File: config.mk
export PLATFORM = sky130hd
export DESIGN_NAME = axi_read_arbiter_flat
export DESIGN_NICKNAME = d
export VERILOG_FILES = /design/src/rtl/axi_read_arbiter_if.sv /design/src/rtl/axi_read_arbiter.sv /design/src/flat_wrapper.sv
export SDC_FILE = /design/constraint.sdc
export NUM_CORES = 1
export LEC_CHECK = 0
export CORE_AREA = 2 2 104 106
export CTS_BUF_LIST = sky130_fd_sc_hd__clkbuf_16
export CTS_CLUSTER_DIAMETER = 60
export DETAILED_ROUTE_END_ITERATION = 8
export DIE_AREA = 0 0 106 108
export GPL_TIMING_DRIVEN = 0
export PLACE_DENSITY = 0.58
export RECOVER_POWER = 25
export SLEW_MARGIN = 10
export SYNTH_ARGS = -nofsm -noshare
export SYNTH_HDL_FRONTEND = slang
export SYNTH_SLANG_ARGS = --single-unit
File: constraint.sdc
create_clock -name clk -period 2.6 [get_ports clk]
set_clock_uncertainty 0.15 [all_clocks]
set_input_delay 0.52 -clock clk [delete_from_list [all_inputs] [get_ports clk]]
set_output_delay 0.52 -clock clk [all_outputs]
set_load 0.05 [all_outputs]
File: src/rtl/axi_read_arbiter_if.sv
// axi_read_arbiter_if: AXI read-channel (AR + R) bundle, ID width parameterised per side.
interface axi_read_arbiter_if #(parameter int ID_BITS = 4);
  logic [ID_BITS-1:0] arid;
  logic [31:0]        araddr;
  logic [3:0]         arlen;
  logic [2:0]         arsize;
  logic [1:0]         arburst;
  logic               arvalid;
  logic               arready;
  logic [ID_BITS-1:0] rid;
  logic [31:0]        rdata;
  logic [1:0]         rresp;
  logic               rlast;
  logic               rvalid;
  logic               rready;
  modport master (output arid, araddr, arlen, arsize, arburst, arvalid, rready,
                  input  arready, rid, rdata, rresp, rlast, rvalid);
  modport slave  (input  arid, araddr, arlen, arsize, arburst, arvalid, rready,
                  output arready, rid, rdata, rresp, rlast, rvalid);
endinterface

File: src/rtl/axi_read_arbiter.sv
// axi_read_arbiter: two-master round-robin AXI read arbiter, one outstanding transaction.
module axi_read_arbiter #(
  parameter int ID_BITS  = 4,
  parameter int IDS_BITS = 8
) (
  input logic clk,
  input logic rst,
  axi_read_arbiter_if.slave  m0,
  axi_read_arbiter_if.slave  m1,
  axi_read_arbiter_if.master s
);
  typedef enum logic [1:0] {IDLE, ADDR, DATA} state_t;
  state_t state;
  logic   grant, ptr;
  logic   in_addr, in_data, a0, a1, d0, d1;
  always_ff @(posedge clk) begin
    if (rst) begin
      state <= IDLE;
      grant <= 1'b0;
      ptr   <= 1'b0;
    end else begin
      case (state)
        IDLE: if (m0.arvalid || m1.arvalid) begin
          grant <= (m0.arvalid && m1.arvalid) ? ptr : m1.arvalid;
          state <= ADDR;
        end
        ADDR: if (s.arvalid && s.arready) state <= DATA;
        DATA: if (s.rvalid && s.rready && s.rlast) begin
          ptr   <= ~grant;
          state <= IDLE;
        end
        default: state <= IDLE;
      endcase
    end
  end
  // Gating with rst keeps every output quiet while reset is held, whatever state is left over.
  assign in_addr = (state == ADDR) && !rst;
  assign in_data = (state == DATA) && !rst;
  assign a0 = in_addr && !grant;
  assign a1 = in_addr && grant;
  assign d0 = in_data && !grant;
  assign d1 = in_data && grant;
  assign s.arvalid  = (a0 && m0.arvalid) || (a1 && m1.arvalid);
  assign s.arid     = a0 ? IDS_BITS'({4'(1'b0), m0.arid}) : a1 ? IDS_BITS'({4'(1'b1), m1.arid}) : '0;
  assign s.araddr   = a0 ? m0.araddr  : a1 ? m1.araddr  : '0;
  assign s.arlen    = a0 ? m0.arlen   : a1 ? m1.arlen   : '0;
  assign s.arsize   = a0 ? m0.arsize  : a1 ? m1.arsize  : '0;
  assign s.arburst  = a0 ? m0.arburst : a1 ? m1.arburst : '0;
  assign m0.arready = a0 && s.arready;
  assign m1.arready = a1 && s.arready;
  assign s.rready   = (d0 && m0.rready) || (d1 && m1.rready);
  assign m0.rvalid  = d0 && s.rvalid;
  assign m0.rid     = d0 ? s.rid[ID_BITS-1:0] : '0;
  assign m0.rdata   = d0 ? s.rdata : '0;
  assign m0.rresp   = d0 ? s.rresp : '0;
  assign m0.rlast   = d0 && s.rlast;
  assign m1.rvalid  = d1 && s.rvalid;
  assign m1.rid     = d1 ? s.rid[ID_BITS-1:0] : '0;
  assign m1.rdata   = d1 ? s.rdata : '0;
  assign m1.rresp   = d1 ? s.rresp : '0;
  assign m1.rlast   = d1 && s.rlast;
endmodule

File: src/flat_wrapper.sv
// flat-port wrapper written by rule: the top's interface ports become plain ports
module axi_read_arbiter_flat 
#(
  parameter int ID_BITS  = 4,
  parameter int IDS_BITS = 8
)
  (clk, rst, m0_arid, m0_araddr, m0_arlen, m0_arsize, m0_arburst, m0_arvalid, m0_rready, m0_arready, m0_rid, m0_rdata, m0_rresp, m0_rlast, m0_rvalid, m1_arid, m1_araddr, m1_arlen, m1_arsize, m1_arburst, m1_arvalid, m1_rready, m1_arready, m1_rid, m1_rdata, m1_rresp, m1_rlast, m1_rvalid, s_arid, s_araddr, s_arlen, s_arsize, s_arburst, s_arvalid, s_rready, s_arready, s_rid, s_rdata, s_rresp, s_rlast, s_rvalid);
  axi_read_arbiter_if #(.ID_BITS(ID_BITS)) m0_i ();
  axi_read_arbiter_if #(.ID_BITS(ID_BITS)) m1_i ();
  axi_read_arbiter_if #(.ID_BITS(ID_BITS)) s_i ();
  input logic clk;
  input logic rst;
  input wire logic [$bits(m0_i.arid)-1:0] m0_arid;
  input wire logic [$bits(m0_i.araddr)-1:0] m0_araddr;
  input wire logic [$bits(m0_i.arlen)-1:0] m0_arlen;
  input wire logic [$bits(m0_i.arsize)-1:0] m0_arsize;
  input wire logic [$bits(m0_i.arburst)-1:0] m0_arburst;
  input wire logic [$bits(m0_i.arvalid)-1:0] m0_arvalid;
  input wire logic [$bits(m0_i.rready)-1:0] m0_rready;
  output wire logic [$bits(m0_i.arready)-1:0] m0_arready;
  output wire logic [$bits(m0_i.rid)-1:0] m0_rid;
  output wire logic [$bits(m0_i.rdata)-1:0] m0_rdata;
  output wire logic [$bits(m0_i.rresp)-1:0] m0_rresp;
  output wire logic [$bits(m0_i.rlast)-1:0] m0_rlast;
  output wire logic [$bits(m0_i.rvalid)-1:0] m0_rvalid;
  input wire logic [$bits(m1_i.arid)-1:0] m1_arid;
  input wire logic [$bits(m1_i.araddr)-1:0] m1_araddr;
  input wire logic [$bits(m1_i.arlen)-1:0] m1_arlen;
  input wire logic [$bits(m1_i.arsize)-1:0] m1_arsize;
  input wire logic [$bits(m1_i.arburst)-1:0] m1_arburst;
  input wire logic [$bits(m1_i.arvalid)-1:0] m1_arvalid;
  input wire logic [$bits(m1_i.rready)-1:0] m1_rready;
  output wire logic [$bits(m1_i.arready)-1:0] m1_arready;
  output wire logic [$bits(m1_i.rid)-1:0] m1_rid;
  output wire logic [$bits(m1_i.rdata)-1:0] m1_rdata;
  output wire logic [$bits(m1_i.rresp)-1:0] m1_rresp;
  output wire logic [$bits(m1_i.rlast)-1:0] m1_rlast;
  output wire logic [$bits(m1_i.rvalid)-1:0] m1_rvalid;
  output wire logic [$bits(s_i.arid)-1:0] s_arid;
  output wire logic [$bits(s_i.araddr)-1:0] s_araddr;
  output wire logic [$bits(s_i.arlen)-1:0] s_arlen;
  output wire logic [$bits(s_i.arsize)-1:0] s_arsize;
  output wire logic [$bits(s_i.arburst)-1:0] s_arburst;
  output wire logic [$bits(s_i.arvalid)-1:0] s_arvalid;
  output wire logic [$bits(s_i.rready)-1:0] s_rready;
  input wire logic [$bits(s_i.arready)-1:0] s_arready;
  input wire logic [$bits(s_i.rid)-1:0] s_rid;
  input wire logic [$bits(s_i.rdata)-1:0] s_rdata;
  input wire logic [$bits(s_i.rresp)-1:0] s_rresp;
  input wire logic [$bits(s_i.rlast)-1:0] s_rlast;
  input wire logic [$bits(s_i.rvalid)-1:0] s_rvalid;
  assign m0_i.arid = m0_arid;
  assign m0_i.araddr = m0_araddr;
  assign m0_i.arlen = m0_arlen;
  assign m0_i.arsize = m0_arsize;
  assign m0_i.arburst = m0_arburst;
  assign m0_i.arvalid = m0_arvalid;
  assign m0_i.rready = m0_rready;
  assign m0_arready = m0_i.arready;
  assign m0_rid = m0_i.rid;
  assign m0_rdata = m0_i.rdata;
  assign m0_rresp = m0_i.rresp;
  assign m0_rlast = m0_i.rlast;
  assign m0_rvalid = m0_i.rvalid;
  assign m1_i.arid = m1_arid;
  assign m1_i.araddr = m1_araddr;
  assign m1_i.arlen = m1_arlen;
  assign m1_i.arsize = m1_arsize;
  assign m1_i.arburst = m1_arburst;
  assign m1_i.arvalid = m1_arvalid;
  assign m1_i.rready = m1_rready;
  assign m1_arready = m1_i.arready;
  assign m1_rid = m1_i.rid;
  assign m1_rdata = m1_i.rdata;
  assign m1_rresp = m1_i.rresp;
  assign m1_rlast = m1_i.rlast;
  assign m1_rvalid = m1_i.rvalid;
  assign s_arid = s_i.arid;
  assign s_araddr = s_i.araddr;
  assign s_arlen = s_i.arlen;
  assign s_arsize = s_i.arsize;
  assign s_arburst = s_i.arburst;
  assign s_arvalid = s_i.arvalid;
  assign s_rready = s_i.rready;
  assign s_i.arready = s_arready;
  assign s_i.rid = s_rid;
  assign s_i.rdata = s_rdata;
  assign s_i.rresp = s_rresp;
  assign s_i.rlast = s_rlast;
  assign s_i.rvalid = s_rvalid;
  axi_read_arbiter #(.ID_BITS(ID_BITS), .IDS_BITS(IDS_BITS)) u_core (.clk(clk), .rst(rst), .m0(m0_i), .m1(m1_i), .s(s_i));
endmodule
==> impl_metrics.yaml <==
drt:
  routed_wirelength_um: 9237
  drt-wirelength-per-cell_um: 15.82
  num_vias: 2391
  drc: 0
  vias_per_cell: 4.094
  first_iter_violations: 61
  dr.pass1.iters: 4
  postRouteAntennaNets: 0
synthesis:
  synth_ff_type: "dfxtp_1"
  syn-num-nets: 310
  synth_area_leaders: "and2_1 (39%), a22o_1 (26%), buf_6 (6.8%)"
  async_reset_ff_share_pct: 0
  seq_area_frac_synth_pct: 6.055
  synth_warnings: 0
  synth_compound_area_share_pct: 31.88
  synth_top_area_share_pct: 38.79
  ys_ff_latch: 4
  syn_inst: 173
  synth_top_family_by_area: "simple AND/OR/NAND/NOR gates"
  synth-edff-count: 0
  synth-adder-area-share_pct: 0
  synth_largest_area_cell: "and2_1"
  synth-xor-area-share_pct: 0
  syn_area_mm2: 0.001323
  synth-simple-area-share_pct: 49.20
  yosysUniqueCellTypes: 24
  synth_mux_area_share_pct: 2.365
  syn_area_per_cell_um2: 7.645
cells_and_area:
  multiInputGateArea_mm2: 0.001131
  num_antenna_cells: 0
  fin_area_mm2: 0.004014
  final-seq-area_um2: 81.33
  nets: 587
  fill_cells: 1079
  postLayoutCoreUtil_pct: 39.23
  area_growth_pct: 203.5
  final_cells: 584
  drive_gt1_share_pct: 38.17
min_path:
  min-delay-start: "rst"
  hold_class: "in -> reg"
place:
  post_dp_cell_area_mm2: 0.004145
  port_buffers: 265
  gp_congestion: 0.7343
  dp_hpwl_um: 7530
  dp.cells: 574
global_route:
  antenna_found_initial: 0
  grt_pass1_vias: 2395
  grt_overflow_total: 0
  grt_max_degree: 11
  grt_usage_pct: 14.46
  grt_pass1_wl_um: 13280
timing:
  fin_crit_sh_pct: 97.69
  worstMarginPinSlew_ps: 511.2
  setup_viol: 0
  report.final.hold_viol_count: 0
  post-route-min-period_ps: 2540
  rsz0062_at_grt: "no"
  clock.fmax_mhz: 393.7
  report.final.slew_viol_count: 0
  slew_headroom_pct: 66.06
power:
  leakage_nw: 1.911
  intPower_w: 0.0005731
  p_per_area_mw_per_mm2: 229.0
  p_comb_share_pct: 66.2
  seqPwrFrac_pct: 7.5
  p_sw_share_pct: 37.65
  clkPwrFrac_pct: 26.4
  p_sw_w: 0.0003461
  ir_drop_mv: 0.1621
  total_power_w: 0.0009192
setup_path:
  crit_path_max_incr_delay_ps: 500
  crit_chain: "buf_6 > or3b_4 > nor2_4 > buf_6 > a22o_1 > buf_4"
  cp_common_cell: "buf_6"
  r2r_start: "u_core.state[1]$_SDFFE_PP0P_"
  required_ps: 1930
  worstPathArrival_ps: 1870
  worstSetupPathType: "in -> out"
  worst-path-buf-inv: 3
  rrSetupSlack_ps: 830
  cp-endpoint: "s_araddr[20]"
  crit_start: "rst"
  r2r_cells: 3
  cp_max_fo: 10
  crit_family: "simple AND/OR/NAND/NOR gates"
  r2r-end: "u_core.ptr$_SDFFE_PP0P_"
  slowest_stage: "or3b_4"
  end_kind: "output pin"
  crit_cells: 6
  start_kind: "input port"
floorplanning:
  die_h_um: 108
  dieArea_mm2: 0.01145
  dieWidth_um: 106
  num_io_pins: 266
  coreArea_mm2: 0.01023
  rows: 37
  start_util_pct: 12.93
clock_tree:
  cts_tree: "built"
  clk_latency_ps: 230
  cts.sinks: 4
  htree_levels: 1
  root_buffer: "clkbuf_16"
  cts_hold_buf: 0
  cts.clk_slew.worst_paths_ps: 30
  ctsLongestPathBuffers: 2
  cts_buffers: 3
job:
  max_cap_viol_count: 0
status:
  status: "finished, final reports clean"
-- cells in the mapped netlist (all sizes together), types with 2 or more instances --
library cell / count
a22o: 45
and2: 82
buf: 9
clkbuf: 8
dfxtp: 4
mux2i: 2
nor2: 8
nor3: 2
or3b: 2
-- sequential cells by signal, indices dropped and copies added, names as in the netlist --
signal,cells
u_core.grant,1
u_core.ptr,1
u_core.state,2
-- stage by stage --
stage          setup TNS (ps)  setup slack [ps]  hold WS [ps]
4_1_cts                     0             12.88         322.6
3_5_place_dp          -130200             -1126         329.4
6_report                    0             60.01         325.4
3_3_place_gp          -127860             -1094         316.9
2_1_floorplan               0             227.0         287.0
5_1_grt                     0             5.746         331.5
-- how the worst min path moves through the flow --
stage / endpoint / slack (ps) / depth (start not counted)
final: u_core.grant$_SDFFE_PP0P_ / 330 / 2
after global routing: u_core.grant$_SDFFE_PP0P_ / 330 / 2
after CTS: u_core.grant$_SDFFE_PP0P_ / 320 / 2
after detailed placement: u_core.state[0]$_SDFFE_PP0P_ / 330 / 1
after global placement: u_core.state[0]$_SDFFE_PP0P_ / 320 / 1
after floorplan: u_core.state[0]$_SDFFE_PP0P_ / 290 / 1
-- power by group through the flow --
stage / clock [W] / sequential, W / combinational [W]
global placement: 0 / 0.0000684 / 0.000595
floorplan: 0 / 0.0000680 / 0.000274
detailed placement: 0 / 0.0000685 / 0.000598
global route: 0.000248 / 0.0000691 / 0.000636
finish: 0.000242 / 0.0000687 / 0.000608
CTS: 0.000243 / 0.0000682 / 0.000611
-- cell type report --
type                            instances  share of cell area, %
Buffer                                 17                  3.554
Multi-Input combinational cell        153                  28.18
Sequential cell                         4                  2.026
Clock buffer                            3                  1.870
Inverter                                1                 0.1870
Timing Repair Buffer                  270                  59.94
Tap cell                              136                  4.239
-- timing repair --
item                                    in CTS  in global routing
gates resized for setup                    792                  5
buffers inserted                             0                  2
endpoints found under the setup margin     129                 57
pin swaps                                    5                  1
cloned                                       5                  0
-- routing by layer --
layer / up-vias / track usage, % / wire length (um)
met5: - / 0 / 0
met3: 6 / 3.195 / 843
met2: 138 / 27.83 / 4766
li1: 1165 / - / -
met1: 1082 / 16.58 / 3578
met4: 0 / 2.256 / 49
-- kinds of logic after synthesis --
family	count (synthesis)
flip-flops	4
multiplexers	3
AO/OA/AOI/OAI	48
AND/OR/NAND/NOR	100
buffers and inverters	18
-- cell usage in the layout (no fill, tap or decap), drive strengths merged, types with 2 or more instances in the layout --
cell / instances
dlygate4sd3: 2
clkdlybuf4s50: 133
a22o: 45
buf: 129
nor2: 10
nor3: 2
dfxtp: 4
and2: 82
clkbuf: 25
or3b: 2
mux2i: 2
Power figures use the tool's default switching activity.
